### src/rtl/udma_hyper_cfg_queue.sv
// Per-channel HyperBus config banks plus a shared descriptor FIFO.
// A kick on RXCFG/TXCFG snapshots the channel bank into the FIFO for the transaction controller.
module udma_hyper_cfg_queue #(
  parameter int L2_AWIDTH_NOAL = 12,
  parameter int TRANS_SIZE     = 16,
  parameter int NB_CH          = 2,
  parameter int QUEUE_DEPTH    = 4,
  localparam int CH_W  = (NB_CH > 1) ? $clog2(NB_CH) : 1,
  localparam int CNT_W = $clog2(QUEUE_DEPTH + 1)
) (
  input  logic                      clk_i,
  input  logic                      rst_ni,
  input  logic [31:0]               cfg_data_i,
  input  logic [5+CH_W-1:0]         cfg_addr_i,
  input  logic                      cfg_valid_i,
  input  logic                      cfg_reg_rwn_i,
  output logic [31:0]               cfg_data_o,
  output logic                      cfg_ready_o,
  output logic [NB_CH-1:0]          cfg_rx_clr_o,
  output logic [NB_CH-1:0]          cfg_tx_clr_o,
  output logic [15:0]               cfg_hyper_intreg_o,
  output logic                      trans_valid_o,
  input  logic                      trans_ready_i,
  output logic [CH_W-1:0]           trans_ch_o,
  output logic                      trans_rwn_o,
  output logic                      trans_addr_space_o,
  output logic                      trans_burst_o,
  output logic [31:0]               trans_hyper_addr_o,
  output logic [L2_AWIDTH_NOAL-1:0] trans_l2_addr_o,
  output logic [TRANS_SIZE-1:0]     trans_size_o,
  output logic [2+4*TRANS_SIZE-1:0] trans_twd_o,
  input  logic                      busy_i
);

  localparam int PTR_W = (QUEUE_DEPTH > 1) ? $clog2(QUEUE_DEPTH) : 1;
  localparam int TWD_W = 2 + 4*TRANS_SIZE;

  localparam logic [4:0] REG_RX_SADDR   = 5'h00;
  localparam logic [4:0] REG_RX_SIZE    = 5'h01;
  localparam logic [4:0] REG_RXCFG      = 5'h02;
  localparam logic [4:0] REG_TX_SADDR   = 5'h03;
  localparam logic [4:0] REG_TX_SIZE    = 5'h04;
  localparam logic [4:0] REG_TXCFG      = 5'h05;
  localparam logic [4:0] REG_CA_SETUP   = 5'h06;
  localparam logic [4:0] REG_HYPER_ADDR = 5'h07;
  localparam logic [4:0] REG_HYPER_CFG  = 5'h08;
  localparam logic [4:0] REG_STATUS     = 5'h09;
  localparam logic [4:0] REG_EXT_ACT    = 5'h0A;
  localparam logic [4:0] REG_EXT_CNT    = 5'h0B;
  localparam logic [4:0] REG_EXT_STR    = 5'h0C;
  localparam logic [4:0] REG_L2_ACT     = 5'h0D;
  localparam logic [4:0] REG_L2_CNT     = 5'h0E;
  localparam logic [4:0] REG_L2_STR     = 5'h0F;

  typedef struct packed {
    logic [CH_W-1:0]           ch;
    logic                      rwn;
    logic                      space;
    logic                      burst;
    logic [31:0]               haddr;
    logic [L2_AWIDTH_NOAL-1:0] l2;
    logic [TRANS_SIZE-1:0]     size;
    logic [TWD_W-1:0]          twd;
  } desc_t;

  logic [L2_AWIDTH_NOAL-1:0] rx_saddr_q   [NB_CH];
  logic [TRANS_SIZE-1:0]     rx_size_q    [NB_CH];
  logic [L2_AWIDTH_NOAL-1:0] tx_saddr_q   [NB_CH];
  logic [TRANS_SIZE-1:0]     tx_size_q    [NB_CH];
  logic [1:0]                ca_setup_q   [NB_CH];
  logic [31:0]               hyper_addr_q [NB_CH];
  logic                      ext_act_q    [NB_CH];
  logic [TRANS_SIZE-1:0]     ext_cnt_q    [NB_CH];
  logic [TRANS_SIZE-1:0]     ext_str_q    [NB_CH];
  logic                      l2_act_q     [NB_CH];
  logic [TRANS_SIZE-1:0]     l2_cnt_q     [NB_CH];
  logic [TRANS_SIZE-1:0]     l2_str_q     [NB_CH];
  logic [CNT_W-1:0]          rx_pend_q    [NB_CH];
  logic [CNT_W-1:0]          tx_pend_q    [NB_CH];
  logic [15:0]               hyper_cfg_q;

  desc_t             fifo_q [QUEUE_DEPTH];
  desc_t             push_desc;
  desc_t             head;
  logic [PTR_W-1:0]  wr_ptr_q, rd_ptr_q;
  logic [CNT_W-1:0]  count_q, count_nxt;
  logic              valid_q, ovf_q;
  logic [NB_CH-1:0]  rx_clr_q, tx_clr_q;
  logic [NB_CH-1:0]  rx_inc, rx_dec, tx_inc, tx_dec;

  logic [4:0]        reg_off;
  logic [CH_W-1:0]   reg_ch, ch_idx;
  logic              ch_ok, wr_en, rx_cfg_wr, tx_cfg_wr, status_wr;
  logic              kick, push, pop, drop, flush;

  function automatic logic [PTR_W-1:0] ptr_inc(input logic [PTR_W-1:0] p);
    return (p == PTR_W'(QUEUE_DEPTH - 1)) ? '0 : p + PTR_W'(1);
  endfunction

  assign reg_off   = cfg_addr_i[4:0];
  assign reg_ch    = cfg_addr_i[5 +: CH_W];
  assign ch_ok     = int'(reg_ch) < NB_CH;
  assign ch_idx    = ch_ok ? reg_ch : '0;
  assign wr_en     = cfg_valid_i & ~cfg_reg_rwn_i;
  assign rx_cfg_wr = wr_en & ch_ok & (reg_off == REG_RXCFG);
  assign tx_cfg_wr = wr_en & ch_ok & (reg_off == REG_TXCFG);
  assign status_wr = wr_en & (reg_off == REG_STATUS);
  assign flush     = status_wr & cfg_data_i[30];
  assign kick      = (rx_cfg_wr | tx_cfg_wr) & cfg_data_i[4];
  assign pop       = valid_q & trans_ready_i;
  // A full FIFO still takes a kick when the head leaves in the same cycle.
  assign push      = kick & ((count_q < CNT_W'(QUEUE_DEPTH)) | pop);
  assign drop      = kick & ~push;

  always_comb begin
    push_desc       = '0;
    push_desc.ch    = ch_idx;
    push_desc.rwn   = rx_cfg_wr;
    push_desc.space = ca_setup_q[ch_idx][1];
    push_desc.burst = ca_setup_q[ch_idx][0];
    push_desc.haddr = hyper_addr_q[ch_idx];
    push_desc.l2    = rx_cfg_wr ? rx_saddr_q[ch_idx] : tx_saddr_q[ch_idx];
    push_desc.size  = rx_cfg_wr ? rx_size_q[ch_idx]  : tx_size_q[ch_idx];
    push_desc.twd   = {ext_act_q[ch_idx], ext_cnt_q[ch_idx], ext_str_q[ch_idx],
                       l2_act_q[ch_idx],  l2_cnt_q[ch_idx],  l2_str_q[ch_idx]};
  end

  always_comb begin
    count_nxt = count_q;
    case ({push, pop})
      2'b10:   count_nxt = count_q + CNT_W'(1);
      2'b01:   count_nxt = count_q - CNT_W'(1);
      default: count_nxt = count_q;
    endcase
  end

  always_ff @(posedge clk_i or negedge rst_ni) begin
    if (!rst_ni) begin
      for (int c = 0; c < NB_CH; c++) begin
        rx_saddr_q[c]   <= '0;
        rx_size_q[c]    <= '0;
        tx_saddr_q[c]   <= '0;
        tx_size_q[c]    <= '0;
        ca_setup_q[c]   <= 2'b01;
        hyper_addr_q[c] <= '0;
        ext_act_q[c]    <= 1'b0;
        ext_cnt_q[c]    <= '0;
        ext_str_q[c]    <= '0;
        l2_act_q[c]     <= 1'b0;
        l2_cnt_q[c]     <= '0;
        l2_str_q[c]     <= '0;
      end
      hyper_cfg_q <= '0;
    end else if (wr_en) begin
      if (reg_off == REG_HYPER_CFG) hyper_cfg_q <= cfg_data_i[15:0];
      if (ch_ok) begin
        case (reg_off)
          REG_RX_SADDR:   rx_saddr_q[ch_idx]   <= cfg_data_i[L2_AWIDTH_NOAL-1:0];
          REG_RX_SIZE:    rx_size_q[ch_idx]    <= cfg_data_i[TRANS_SIZE-1:0];
          REG_TX_SADDR:   tx_saddr_q[ch_idx]   <= cfg_data_i[L2_AWIDTH_NOAL-1:0];
          REG_TX_SIZE:    tx_size_q[ch_idx]    <= cfg_data_i[TRANS_SIZE-1:0];
          REG_CA_SETUP:   ca_setup_q[ch_idx]   <= cfg_data_i[1:0];
          REG_HYPER_ADDR: hyper_addr_q[ch_idx] <= cfg_data_i;
          REG_EXT_ACT:    ext_act_q[ch_idx]    <= cfg_data_i[0];
          REG_EXT_CNT:    ext_cnt_q[ch_idx]    <= cfg_data_i[TRANS_SIZE-1:0];
          REG_EXT_STR:    ext_str_q[ch_idx]    <= cfg_data_i[TRANS_SIZE-1:0];
          REG_L2_ACT:     l2_act_q[ch_idx]     <= cfg_data_i[0];
          REG_L2_CNT:     l2_cnt_q[ch_idx]     <= cfg_data_i[TRANS_SIZE-1:0];
          REG_L2_STR:     l2_str_q[ch_idx]     <= cfg_data_i[TRANS_SIZE-1:0];
          default: ;
        endcase
      end
    end
  end

  // Flush wins over any push/pop in the same cycle; overflow is sticky until cleared.
  always_ff @(posedge clk_i or negedge rst_ni) begin
    if (!rst_ni) begin
      for (int i = 0; i < QUEUE_DEPTH; i++) fifo_q[i] <= '0;
      wr_ptr_q <= '0;
      rd_ptr_q <= '0;
      count_q  <= '0;
      valid_q  <= 1'b0;
      ovf_q    <= 1'b0;
    end else begin
      if (flush) begin
        wr_ptr_q <= '0;
        rd_ptr_q <= '0;
        count_q  <= '0;
        valid_q  <= 1'b0;
      end else begin
        if (push) begin
          fifo_q[wr_ptr_q] <= push_desc;
          wr_ptr_q         <= ptr_inc(wr_ptr_q);
        end
        if (pop) rd_ptr_q <= ptr_inc(rd_ptr_q);
        count_q <= count_nxt;
        valid_q <= (count_nxt != '0);
      end
      if (status_wr && cfg_data_i[31]) ovf_q <= 1'b0;
      else if (drop)                   ovf_q <= 1'b1;
    end
  end

  assign head = fifo_q[rd_ptr_q];

  always_comb begin
    for (int c = 0; c < NB_CH; c++) begin
      rx_inc[c] = push & push_desc.rwn  & (push_desc.ch == CH_W'(c));
      tx_inc[c] = push & ~push_desc.rwn & (push_desc.ch == CH_W'(c));
      rx_dec[c] = pop  & head.rwn       & (head.ch == CH_W'(c));
      tx_dec[c] = pop  & ~head.rwn      & (head.ch == CH_W'(c));
    end
  end

  always_ff @(posedge clk_i or negedge rst_ni) begin
    if (!rst_ni) begin
      for (int c = 0; c < NB_CH; c++) begin
        rx_pend_q[c] <= '0;
        tx_pend_q[c] <= '0;
      end
    end else begin
      for (int c = 0; c < NB_CH; c++) begin
        if (flush) begin
          rx_pend_q[c] <= '0;
          tx_pend_q[c] <= '0;
        end else begin
          if (rx_inc[c] && !rx_dec[c])      rx_pend_q[c] <= rx_pend_q[c] + CNT_W'(1);
          else if (rx_dec[c] && !rx_inc[c]) rx_pend_q[c] <= rx_pend_q[c] - CNT_W'(1);
          if (tx_inc[c] && !tx_dec[c])      tx_pend_q[c] <= tx_pend_q[c] + CNT_W'(1);
          else if (tx_dec[c] && !tx_inc[c]) tx_pend_q[c] <= tx_pend_q[c] - CNT_W'(1);
        end
      end
    end
  end

  always_ff @(posedge clk_i or negedge rst_ni) begin
    if (!rst_ni) begin
      rx_clr_q <= '0;
      tx_clr_q <= '0;
    end else begin
      rx_clr_q <= '0;
      tx_clr_q <= '0;
      if (rx_cfg_wr && cfg_data_i[5]) rx_clr_q[ch_idx] <= 1'b1;
      if (tx_cfg_wr && cfg_data_i[5]) tx_clr_q[ch_idx] <= 1'b1;
    end
  end

  always_comb begin
    cfg_data_o = '0;
    if (cfg_valid_i) begin
      case (reg_off)
        REG_HYPER_CFG: cfg_data_o = {16'h0, hyper_cfg_q};
        REG_STATUS: begin
          cfg_data_o[31]      = ovf_q;
          cfg_data_o[CNT_W:1] = count_q;
          cfg_data_o[0]       = busy_i;
        end
        default: begin
          if (ch_ok) begin
            case (reg_off)
              REG_RX_SADDR:   cfg_data_o = 32'(rx_saddr_q[ch_idx]);
              REG_RX_SIZE:    cfg_data_o = 32'(rx_size_q[ch_idx]);
              REG_RXCFG:      cfg_data_o[5] = (rx_pend_q[ch_idx] != '0);
              REG_TX_SADDR:   cfg_data_o = 32'(tx_saddr_q[ch_idx]);
              REG_TX_SIZE:    cfg_data_o = 32'(tx_size_q[ch_idx]);
              REG_TXCFG:      cfg_data_o[5] = (tx_pend_q[ch_idx] != '0);
              REG_CA_SETUP:   cfg_data_o = 32'(ca_setup_q[ch_idx]);
              REG_HYPER_ADDR: cfg_data_o = hyper_addr_q[ch_idx];
              REG_EXT_ACT:    cfg_data_o = 32'(ext_act_q[ch_idx]);
              REG_EXT_CNT:    cfg_data_o = 32'(ext_cnt_q[ch_idx]);
              REG_EXT_STR:    cfg_data_o = 32'(ext_str_q[ch_idx]);
              REG_L2_ACT:     cfg_data_o = 32'(l2_act_q[ch_idx]);
              REG_L2_CNT:     cfg_data_o = 32'(l2_cnt_q[ch_idx]);
              REG_L2_STR:     cfg_data_o = 32'(l2_str_q[ch_idx]);
              default:        cfg_data_o = '0;
            endcase
          end
        end
      endcase
    end
  end

  assign cfg_ready_o        = 1'b1;
  assign cfg_rx_clr_o       = rx_clr_q;
  assign cfg_tx_clr_o       = tx_clr_q;
  assign cfg_hyper_intreg_o = hyper_cfg_q;
  assign trans_valid_o      = valid_q;
  assign trans_ch_o         = head.ch;
  assign trans_rwn_o        = head.rwn;
  assign trans_addr_space_o = head.space;
  assign trans_burst_o      = head.burst;
  assign trans_hyper_addr_o = head.haddr;
  assign trans_l2_addr_o    = head.l2;
  assign trans_size_o       = head.size;
  assign trans_twd_o        = head.twd;

endmodule

### config.mk
export PLATFORM = sky130hd
export DESIGN_NAME = udma_hyper_cfg_queue
export DESIGN_NICKNAME = d
export VERILOG_FILES = /design/src/rtl/udma_hyper_cfg_queue.sv
export SDC_FILE = /design/constraint.sdc
export NUM_CORES = 1
export LEC_CHECK = 0
export CORE_MARGIN = 5
export CORE_UTILIZATION = 35
export DETAILED_ROUTE_END_ITERATION = 10
export HOLD_SLACK_MARGIN = 0.12
export SETUP_SLACK_MARGIN = 0.3
export SLEW_MARGIN = 20
export SYNTH_ARGS = -nofsm -noshare
export SYNTH_HDL_FRONTEND = slang
export SYNTH_SLANG_ARGS = --single-unit
### constraint.sdc
create_clock -name clk_i -period 10 [get_ports clk_i]
set_input_delay 3 -clock clk_i [delete_from_list [all_inputs] [get_ports clk_i]]
set_output_delay 3 -clock clk_i [all_outputs]
set_load 0.005 [all_outputs]
==> flow_metrics.env <==
export IMPL_timing_rr_end="rx_pend_q[5]"
export IMPL_vias=23930
export IMPL_firstDrtPassIters=5
export IMPL_ys_flop_type="dfrtp_1"
export IMPL_hold_viol_final=0
export IMPL_dieArea_um2=120100
export IMPL_yosysMostFrequentCell="mux2_2"
export IMPL_seqPwrFrac_pct=44.6
export IMPL_cp_start_kind="input port"
export IMPL_synthXorXnorAreaFrac_pct=0.04418
export IMPL_slew_violations=0
export IMPL_muxShareOfSynthArea_pct=37.11
export IMPL_startpoint="cfg_addr_i[2]"
export IMPL_grtUsageTotal_pct=19.79
export IMPL_holdWs_ns=0.4883
export IMPL_rsz0062_at_grt="no"
export IMPL_syn_to_final_growth_pct=18.33
export IMPL_p_leak_nw=22.07
export IMPL_cts_sinks=873
export IMPL_crit_arrival_ns=6.62
export IMPL_fin_crit_sh_pct=96.17
export IMPL_numCtsBuffers=98
export IMPL_synth_commonest_cells="939 x mux2_2, 871 x dfrtp_1, 158 x mux4_2"
export IMPL_holdBufCountCts=0
export IMPL_start_util_pct=35.24
export IMPL_synth_top_area_cell="dfrtp_1"
export IMPL_ys_async_sr_fraction_pct=100.0
export IMPL_fmax_mhz=104.0
export IMPL_critPathMaxStageDelay_ns=0.85
export IMPL_post_route_min_period_ns=9.617
export IMPL_cts_path_max_buffers=3
export IMPL_hold_path_class="flip-flop to flip-flop"
export IMPL_route_detailed_drc=0
export IMPL_htreeDepth=3
export IMPL_fp_dieW_um=346.6
export IMPL_clkPwrFrac_pct=42.1
export IMPL_switchingPower_mw=2.320
export IMPL_cp_max_fo=19
export IMPL_final_layout_size_suffix_gt1_share_pct=46.79
export IMPL_yosys_warnings=0
export IMPL_core_um2=112500
export IMPL_peakVddDrop_mv=0.2168
export IMPL_cts_tree="built"
export IMPL_final_area_um2=46910
export IMPL_dp_hpwl_mm=81.67
export IMPL_post_drt_via_cell_ratio=5.474
export IMPL_cp_common_cell="clkdlybuf4s50_1"
export IMPL_r2r_cells=8
export IMPL_combinationalPowerShare_pct=13.3
export IMPL_status="completed"
export IMPL_grt_max_degree=181
export IMPL_slowest_stage="clkdlybuf4s50_1"
export IMPL_synth_compound_area_share_pct=2.689
export IMPL_worstMarginPinSlew_ns=1.164
export IMPL_synth_edf_count=0
export IMPL_ys_ff_latch=873
export IMPL_netlist_area_leader_share_pct=54.98
export IMPL_synthCells=2597
export IMPL_crit_chain="clkdlybuf4s50_1 > or3_1 > o21ai_0 > a2111oi_0 > a311oi_1 > clkdlybuf4s50_1"
export IMPL_wl_per_cell_um=27.57
export IMPL_slew_headroom_pct=22.18
export IMPL_clockRootBuffer="clkbuf_16"
export IMPL_finalSetupViolations=0
export IMPL_grt_pass1_wl_mm=179.6
export IMPL_crit_type="input port to primary output"
export IMPL_netlist_top_cells_area="dfrtp_1 55%, mux2_2 27%, mux4_2 9.0%, mux2i_1 1.5%, clkbuf_1 0.93%"
export IMPL_seq_area_frac_synth_pct=55.11
export IMPL_reg2reg_from="rd_ptr_q[1]"
export IMPL_io_pins=228
export IMPL_yosys_area_share_simple_pct=2.433
export IMPL_worstSetupEndpointType="primary output"
export IMPL_clock_latency_ns=0.68
export IMPL_cp_endpoint="cfg_data_o[4]"
export IMPL_synth_top_family_by_area="multiplexers"
export IMPL_syn_area_per_cell_um2=15.27
export IMPL_power_switching_share_pct=26.72
export IMPL_cap_violations=0
export IMPL_layout_nets=2838
export IMPL_synthAdderAreaFrac_pct=0.4418
export IMPL_grt_ovfl_total=0
export IMPL_yosysUniqueCellTypes=54
export IMPL_setup_tns_ns=0
export IMPL_io_buffers=226
export IMPL_fp_row_count=123
export IMPL_antenna_found_initial=16
export IMPL_crit_required_ns=7.00
export IMPL_wirelength_mm=120.5
export IMPL_drtIter0Drc=1592
export IMPL_p_per_area_nw_per_um2=185.1
export IMPL_placed_area_um2=43550
export IMPL_rrSetupSlack_ns=5.86
export IMPL_synthesis_area_um2=39640
export IMPL_p_int_mw=6.362
export IMPL_place_congestion=0.9010
export IMPL_path_clk_slew_ns=0.06
export IMPL_antenna_left=0
export IMPL_synthesis_nets=2652
export IMPL_fin_skew_ns=0.02470
export IMPL_grt_pass1_vias=25950
export IMPL_die_h_um=346.6
-- flip-flops by register name (all words and copies together) (netlist names), 2 cells and up --
register / cells
rx_size_q: 32
l2_str_q: 32
fifo_q: 520
ext_str_q: 32
tx_saddr_q: 24
tx_size_q: 32
rx_pend_q: 6
hyper_addr_q: 64
count_q: 3
ext_cnt_q: 32
l2_cnt_q: 32
rx_saddr_q: 24
wr_ptr_q: 2
l2_act_q: 2
cfg_hyper_intreg_o: 16
ca_setup_q: 4
rd_ptr_q: 2
ext_act_q: 2
tx_pend_q: 6
cfg_tx_clr_o: 2
cfg_rx_clr_o: 2
-- power groups by stage --
stage          sequential, mW  clock [mW]  combinational (mW)
2_1_floorplan            3.82           0               0.766
3_3_place_gp             3.92           0                1.14
3_5_place_dp             3.94           0                1.18
4_1_cts                  3.88        3.75                1.18
5_1_grt                  3.89        3.89                1.24
6_report                 3.87        3.66                1.15
-- worst max-delay path, delay by kind of cell --
family / cells / cell delay (ns)
compound gates: 3 / 1.51
buf+inv: 2 / 1.42
simple gates: 1 / 0.66
-- metrics by stage --
step	instances	setup slack (ns)	total power [mW]	util [%]
after global placement	4181	0.4300	5.068	38.72
after floorplan	2597	2.184	4.588	-
final	4371	0.3830	8.682	41.70
after CTS	4364	0.4560	8.805	41.65
after global routing	4366	0.3055	9.029	41.69
after detailed placement	4181	0.4727	5.115	38.71
-- what timing repair did --
action | CTS | global route
hold endpoints to repair | 0 | 0
gates resized for setup | 0 | 4
setup buffers | 0 | 2
setup endpoints to repair | 0 | 5
-- how the worst min path moves through the flow --
stage / startpoint / to / slack (ns) / cells after the start
after floorplan: fifo_q[162] / fifo_q[162] / 0.44 / 2
after global placement: fifo_q[518] / fifo_q[518] / 0.46 / 2
after detailed placement: fifo_q[518] / fifo_q[518] / 0.47 / 2
after CTS: fifo_q[518] / fifo_q[518] / 0.49 / 2
after global routing: fifo_q[166] / fifo_q[166] / 0.51 / 1
final: fifo_q[325] / fifo_q[325] / 0.49 / 2
-- kinds of logic after synthesis --
kind of cell    count (synthesis)
compound gates                152
fa+ha+maj                      11
xor+xnor                        2
flops                         873
buf+inv                       211
other cells                     1
simple gates                  192
mux                          1155
-- layout make-up --
cell class / count / area [um2]
antenna: 5 / 12.51
clock buffer: 152 / 2977
clock inverter: 31 / 332.8
inverter: 16 / 60.06
fill: 10060 / 65590
sequential: 873 / 21860
tap: 1500 / 1877
timing repair buffer: 281 / 2758
multi-input combinational: 1513 / 17040
-- cell usage in the layout, fill, tap and decap left out, types with 8 or more instances in the layout --
| cell | count |
|---|---|
| a221oi_1 | 14 |
| o2bb2ai_1 | 12 |
| nor3_1 | 21 |
| inv_1 | 15 |
| nor2_1 | 58 |
| a21oi_1 | 32 |
| dfrtp_1 | 869 |
| nor3b_1 | 8 |
| clkbuf_1 | 23 |
| o21ai_0 | 30 |
| clkdlybuf4s50_1 | 221 |
| mux2_2 | 939 |
| a22o_1 | 13 |
| clkinv_2 | 15 |
| nand2_1 | 26 |
| clkbuf_8 | 30 |
| mux2i_1 | 58 |
| and3_1 | 20 |
| mux4_2 | 158 |
| buf_4 | 48 |
| a2111oi_0 | 10 |
| clkbuf_16 | 99 |
| nand3_1 | 13 |
-- per-layer routing --
metal,part of all wire (%),global-route usage (%),routed length [um],vias up
met3,5.8,4.249,6988,163
li1,-,-,-,10050
met1,45,27.67,54020,13100
met5,0.073,0,88,-
met2,47,31.95,57140,611
met4,1.9,4.401,2255,12
No activity file was read; power rests on OpenSTA's default activity.
